$ cat config.mk
export PLATFORM = sky130hd
export DESIGN_NAME = i2c_txn_scheduler_flat
export DESIGN_NICKNAME = d
export VERILOG_FILES = /design/src/rtl/i2c_txn_scheduler_if.sv /design/src/rtl/i2c_txn_scheduler.sv /design/src/flat_wrapper.sv
export SDC_FILE = /design/constraint.sdc
export NUM_CORES = 1
export LEC_CHECK = 0
export CORE_MARGIN = 2
export CORE_UTILIZATION = 46
export DETAILED_ROUTE_END_ITERATION = 12
export PLACE_DENSITY = 0.8
export SLEW_MARGIN = 20
export SYNTH_ARGS = -nofsm -noshare
export SYNTH_HDL_FRONTEND = slang
export SYNTH_SLANG_ARGS = --single-unit
$ cat constraint.sdc
create_clock -name ref_clk -period 1.75 [get_ports ref_clk]
set_input_delay 0.525 -clock ref_clk [delete_from_list [all_inputs] [get_ports ref_clk]]
set_output_delay 0.525 -clock ref_clk [all_outputs]
set_load 0.005 [all_outputs]
$ cat src/rtl/i2c_txn_scheduler_if.sv
// rtl/i2c_txn_scheduler_if.sv - requester and I2C master signal bundle for the transaction scheduler
interface i2c_txn_scheduler_if;
    logic [1:0] req_valid;
    logic [1:0] req_rw;
    logic [1:0] req_slave;
    logic [1:0] req_ready;
    logic [1:0] done;
    logic [1:0] err;
    logic [7:0] rsp_rdata;
    logic       busy;
    logic       m_start;
    logic       m_rw;
    logic       m_slave_sel;
    logic       m_txn_done;
    logic [7:0] m_rdata;

    modport slave (
        input  req_valid, req_rw, req_slave, m_txn_done, m_rdata,
        output req_ready, done, err, rsp_rdata, busy, m_start, m_rw, m_slave_sel
    );

    modport master (
        output req_valid, req_rw, req_slave, m_txn_done, m_rdata,
        input  req_ready, done, err, rsp_rdata, busy, m_start, m_rw, m_slave_sel
    );
endinterface

$ cat src/rtl/i2c_txn_scheduler.sv
// rtl/i2c_txn_scheduler.sv - two-requester round-robin transaction scheduler in front of the I2C master
module i2c_txn_scheduler #(
    parameter int TIMEOUT_CYCLES = 200000,
    parameter int GAP_CYCLES     = 16,
    parameter int CW             = 18
) (
    input logic                ref_clk,
    input logic                reset,
    i2c_txn_scheduler_if.slave bus
);
    localparam logic [CW-1:0] TIMEOUT_LAST = CW'(TIMEOUT_CYCLES - 1);
    localparam logic [CW-1:0] GAP_LAST     = CW'(GAP_CYCLES - 1);

    typedef enum logic [1:0] {IDLE, ISSUE, WAIT, GAP} state_t;

    state_t        state, state_nx;
    logic          grant, grant_nx;
    logic          ptr, ptr_nx;
    logic          rw, rw_nx;
    logic          sel, sel_nx;
    logic          txn_done_q;
    logic [CW-1:0] cnt, cnt_nx;
    logic [1:0]    done_q, done_nx;
    logic [1:0]    err_q, err_nx;
    logic [7:0]    rdata_q, rdata_nx;
    logic          edge_seen;
    logic          pick;

    // Only a fresh 0->1 transition counts; a level left high by a previous transfer is ignored.
    assign edge_seen = bus.m_txn_done & ~txn_done_q;
    assign pick      = (bus.req_valid == 2'b11) ? ptr : bus.req_valid[1];

    always_ff @(posedge ref_clk) begin
        if (reset) begin
            state      <= IDLE;
            grant      <= 1'b0;
            ptr        <= 1'b0;
            rw         <= 1'b0;
            sel        <= 1'b0;
            txn_done_q <= 1'b0;
            cnt        <= '0;
            done_q     <= '0;
            err_q      <= '0;
            rdata_q    <= '0;
        end else begin
            state      <= state_nx;
            grant      <= grant_nx;
            ptr        <= ptr_nx;
            rw         <= rw_nx;
            sel        <= sel_nx;
            txn_done_q <= bus.m_txn_done;
            cnt        <= cnt_nx;
            done_q     <= done_nx;
            err_q      <= err_nx;
            rdata_q    <= rdata_nx;
        end
    end

    always_comb begin
        state_nx      = state;
        grant_nx      = grant;
        ptr_nx        = ptr;
        rw_nx         = rw;
        sel_nx        = sel;
        cnt_nx        = cnt;
        done_nx       = '0;
        err_nx        = '0;
        rdata_nx      = rdata_q;
        bus.req_ready = '0;
        bus.m_start   = 1'b0;
        case (state)
            IDLE: begin
                if (bus.req_valid != 2'b00 && !reset) begin
                    bus.req_ready[pick] = 1'b1;
                    grant_nx            = pick;
                    rw_nx               = bus.req_rw[pick];
                    sel_nx              = bus.req_slave[pick];
                    ptr_nx              = ~pick;
                    state_nx            = ISSUE;
                end
            end
            ISSUE: begin
                bus.m_start = 1'b1;
                cnt_nx      = '0;
                state_nx    = WAIT;
            end
            WAIT: begin
                cnt_nx = cnt + 1'b1;
                // Edge beats timeout when both land in the same cycle.
                if (edge_seen) begin
                    if (rw) rdata_nx = bus.m_rdata;
                    done_nx[grant] = 1'b1;
                    cnt_nx         = '0;
                    state_nx       = GAP;
                end else if (cnt == TIMEOUT_LAST) begin
                    done_nx[grant] = 1'b1;
                    err_nx[grant]  = 1'b1;
                    cnt_nx         = '0;
                    state_nx       = GAP;
                end
            end
            GAP: begin
                if (cnt == GAP_LAST) begin
                    cnt_nx   = '0;
                    state_nx = IDLE;
                end else begin
                    cnt_nx = cnt + 1'b1;
                end
            end
            default: state_nx = IDLE;
        endcase
    end

    assign bus.done        = done_q;
    assign bus.err         = err_q;
    assign bus.rsp_rdata   = rdata_q;
    assign bus.m_rw        = rw;
    assign bus.m_slave_sel = sel;
    assign bus.busy        = (state != IDLE);
endmodule
$ cat src/flat_wrapper.sv
// flat-port wrapper written by rule: the top's interface ports become plain ports
module i2c_txn_scheduler_flat 
#(
    parameter int TIMEOUT_CYCLES = 200000,
    parameter int GAP_CYCLES     = 16,
    parameter int CW             = 18
)
  (ref_clk, reset, bus_req_valid, bus_req_rw, bus_req_slave, bus_m_txn_done, bus_m_rdata, bus_req_ready, bus_done, bus_err, bus_rsp_rdata, bus_busy, bus_m_start, bus_m_rw, bus_m_slave_sel);
  i2c_txn_scheduler_if bus_i ();
  input logic ref_clk;
  input logic reset;
  input wire logic [$bits(bus_i.req_valid)-1:0] bus_req_valid;
  input wire logic [$bits(bus_i.req_rw)-1:0] bus_req_rw;
  input wire logic [$bits(bus_i.req_slave)-1:0] bus_req_slave;
  input wire logic [$bits(bus_i.m_txn_done)-1:0] bus_m_txn_done;
  input wire logic [$bits(bus_i.m_rdata)-1:0] bus_m_rdata;
  output wire logic [$bits(bus_i.req_ready)-1:0] bus_req_ready;
  output wire logic [$bits(bus_i.done)-1:0] bus_done;
  output wire logic [$bits(bus_i.err)-1:0] bus_err;
  output wire logic [$bits(bus_i.rsp_rdata)-1:0] bus_rsp_rdata;
  output wire logic [$bits(bus_i.busy)-1:0] bus_busy;
  output wire logic [$bits(bus_i.m_start)-1:0] bus_m_start;
  output wire logic [$bits(bus_i.m_rw)-1:0] bus_m_rw;
  output wire logic [$bits(bus_i.m_slave_sel)-1:0] bus_m_slave_sel;
  assign bus_i.req_valid = bus_req_valid;
  assign bus_i.req_rw = bus_req_rw;
  assign bus_i.req_slave = bus_req_slave;
  assign bus_i.m_txn_done = bus_m_txn_done;
  assign bus_i.m_rdata = bus_m_rdata;
  assign bus_req_ready = bus_i.req_ready;
  assign bus_done = bus_i.done;
  assign bus_err = bus_i.err;
  assign bus_rsp_rdata = bus_i.rsp_rdata;
  assign bus_busy = bus_i.busy;
  assign bus_m_start = bus_i.m_start;
  assign bus_m_rw = bus_i.m_rw;
  assign bus_m_slave_sel = bus_i.m_slave_sel;
  i2c_txn_scheduler #(.TIMEOUT_CYCLES(TIMEOUT_CYCLES), .GAP_CYCLES(GAP_CYCLES), .CW(CW)) u_core (.ref_clk(ref_clk), .reset(reset), .bus(bus_i));
endmodule
==> flow_summary_export.csv <==
group,metric,value,unit
timing,maxSlewViolCount,0,
timing,hold_viol_final,0,
floorplan,die_y,66.0,um
cts,worstSkewPairLatency,0.30,ns
placed_design,dp_hpwl,3370,um
cells_and_area,area_growth,67.6,%
grt,grt_pass1_vias,2073,
worst_setup_path,r2r_cells,7,
synthesis,netlist_top_cells_area,"dfxtp_1 (42%), nand2_1 (7.2%), ha_1 (4.3%)",
synthesis,synth_edf_count,0,
worst_setup_path,critical_path_required,1.99,ns
synthesis,synth_warnings,0,
pwr,vdd_drop_max,0.000839,V
grt,grt_usage,29.5,%
synthesis,yosys.cell_types.count,43,
routing,drt_pass1_iterations,4,
cts,path_clk_slew,0.08,ns
routing,wirelength,6460,um
cells_and_area,layout-drive-gt1-share,41.0,%
worst_setup_path,crit_chain,"inv_2 > buf_4 > ha_1 > or2_2 > a21oi_2 > or3b_1 > nand3_1",
worst_setup_path,path_delay_family,"simple AND/OR/NAND/NOR gates",
synthesis,synth_top_cell_by_area,"dfxtp_1",
timing,finalWorstSetupSlack,-0.203,ns
cts,cts_buffers,5,
floorplan,die_w,66.0,um
routing,vias_per_cell,5.68,
flow_run,cap_violations,0,
worst_setup_path,crit_type,"reg -> reg",
floorplan,ios,35,
synthesis,synth.ff_latch_count,37,
pwr,p_leak,0.00117,uW
worst_setup_path,critical-path-slowest-cell,"or3b_1",
synthesis,avgSynthCellArea,8.49,um2
timing,fin_worst_skew,0.00738,ns
cts,cts.hold.buffers_added,0,
worst_setup_path,cp-start-kind,"register",
pwr,p_per_area,993,nW/um2
cts,cts_tree,"built",
timing,post-route-period-util,112,%
grt,grt_max_degree,23,
placed_design,gp_congestion,0.842,
synthesis,synth_common_cells,"dfxtp_1 (37), nand2_1 (34), nand3_1 (15)",
timing,setup_viol,20,
worst_setup_path,critPathCaptureType,"register",
worst_setup_path,worst_ep_arrival_time,2.19,ns
worst_setup_path,path_buf_inv,2,
cts,cts_max_path_buffers,2,
placed_design,portBuffers,34,
timing,fmax,0.512,GHz
synthesis,yosysSeqAreaShare,42.0,%
floorplan,core-area,3690,um2
worst_setup_path,cp_num_cells,7,
floorplan,rows,22,
worst_setup_path,critPathMaxStageDelay,0.40,ns
floorplan,initial_core_util,47.9,%
timing,rsz0062_at_grt,"yes",
cells_and_area,fin_cells,358,
run_status,violations,"setup timing",
timing,min_period,1.95,ns
cts,ctsHtreeMaxLevel,2,
cells_and_area,fillCellCount,203,
worst_hold_path,holdCritPathClass,"reg -> reg",
routing,drt_iter0_drc,220,
timing,whs,0.460,ns
grt,overflow,0,
routing,ant_nets,0,
routing,drcViolationCount,0,
synthesis,syn-num-nets,231,
synthesis,syn-cell-area,1770,um2
synthesis,yosysMostFrequentCell,"dfxtp_1",
cells_and_area,final_nets,332,
synthesis,async_flop_share,0,%
pwr,fin_total_pwr,2940,uW
synthesis,synth_top_area_share,42.0,%
timing,worst_pin_slew,0.448,ns
worst_hold_path,whs_path_depth,2,
cts,cts_num_sinks,37,
run_status,status,"finished, violations left",
worst_setup_path,crit_path_max_fanout,5,
grt,grt_pass1_wl,9570,um
synthesis,syn_inst,208,
timing,relSlewSlack,70.1,%
floorplan,design.die.area,4350,um2
placed_design,dp.cells,333,
cts,cts-root-buf,"clkbuf_8",
routing,vias,2032,
routing,wl_per_cell,18.0,um
grt,grt_antenna_before_repair,0,
cells_and_area,diodes,0,
synthesis,synthFlopType,"dfxtp_1",
## per-stage QoR
stage	cell area, um2	TNS, ns	utilization (%)	setup WS [ns]
after detailed placement	2530	-11.01	68.6	-0.788
after CTS	2850	-1.11	77.4	-0.140
after floorplan	1790	0	-	0.0137
final	2960	-2.65	80.2	-0.203
after global placement	2530	-9.86	68.6	-0.722
after global routing	2960	-3.97	80.2	-0.285
## kinds of logic after synthesis
group / count (synthesis) / synth area share, %
simple gates: 98 / 28.5
compound gates: 46 / 18.0
flops: 37 / 42.0
buf+inv: 14 / 3.47
fa+ha+maj: 6 / 4.25
mux: 5 / 2.83
xor+xnor: 2 / 0.992
## power by group
part / total (uW) / leakage [uW] / switching, uW / internal, uW
clock network: 703 / 0.0000549 / 339 / 364
logic: 1280 / 0.000815 / 623 / 659
registers: 955 / 0.000302 / 54.3 / 901
## cell usage in the layout, fill, tap and decap left out, types with 2 or more instances in the layout
| cell type | n |
|---|---|
| inv_1 | 5 |
| nor3_2 | 2 |
| nor2_1 | 12 |
| buf_2 | 5 |
| buf_4 | 59 |
| o311ai_1 | 3 |
| a21o_1 | 2 |
| a211oi_1 | 3 |
| dfxtp_2 | 6 |
| inv_2 | 2 |
| nand3_4 | 2 |
| dfxtp_1 | 31 |
| nand3_2 | 2 |
| nor2b_1 | 4 |
| nand2b_1 | 2 |
| o21ai_4 | 2 |
| o21ai_1 | 5 |
| nand2_1 | 34 |
| nor4_4 | 2 |
| nand4_1 | 3 |
| a211oi_2 | 3 |
| buf_6 | 9 |
| a22o_1 | 2 |
| a31oi_1 | 5 |
| ha_4 | 2 |
| a21oi_1 | 8 |
| nor3_1 | 3 |
| ha_1 | 3 |
| and3_1 | 4 |
| and2_1 | 4 |
| a21oi_2 | 4 |
| mux2i_1 | 5 |
| clkdlybuf4s50_1 | 26 |
| clkbuf_8 | 7 |
| nand3_1 | 12 |
## final cells by class
type / count / area [um2] / share of cell area, %
flip-flops and latches: 37 / 748 / 25.3
inverters: 8 / 32.5 / 1.10
multi-input cells: 157 / 1170 / 39.7
repair buffers: 100 / 838 / 28.3
clock buffers: 7 / 96.3 / 3.26
well taps: 48 / 60.1 / 2.03
clock inverters: 1 / 8.76 / 0.296
## sequential cells by signal, indices dropped and copies added (netlist names)
register / flops
u_core.cnt: 18
u_core.ptr: 1
u_core.bus.done: 2
u_core.bus.m_slave_sel: 1
u_core.state: 2
u_core.bus.rsp_rdata: 8
u_core.txn_done_q: 1
u_core.grant: 1
u_core.bus.m_rw: 1
u_core.bus.err: 2
## routing by layer
layer	vias to the layer above	track usage (%)	routed length, um
li1	945	-	-
met1	965	32.8	2500
met2	92	52.4	3310
met3	30	6.13	357
met4	0	15.6	296
met5	-	0	0
## repair_timing
item,in CTS,in global routing
buffers inserted,15,5
gates cloned,1,0
pin swaps,15,11
endpoints found under the setup margin,27,30
gates resized for setup,68,24
## tightest hold or removal path, stage by stage, from the launching register on
cell and delay (ns):
dfxtp_1 0.31, nand2_1 0.05, a21oi_1 0.05
## worst paths after layout
check | startpoint | end | slack [ns]
max | u_core.state[0]$_SDFFE_PP0P_ | u_core.cnt[12]$_SDFFE_PP0P_ | -0.20
min | u_core.bus.rsp_rdata[7]$_SDFFE_PP0P_ | u_core.bus.rsp_rdata[7]$_SDFFE_PP0P_ | 0.46
max reg2reg | u_core.state[0]$_SDFFE_PP0P_ | u_core.cnt[12]$_SDFFE_PP0P_ | -0.20
min reg2reg | u_core.bus.rsp_rdata[7]$_SDFFE_PP0P_ | u_core.bus.rsp_rdata[7]$_SDFFE_PP0P_ | 0.46
(Power assumes the default switching activity.)
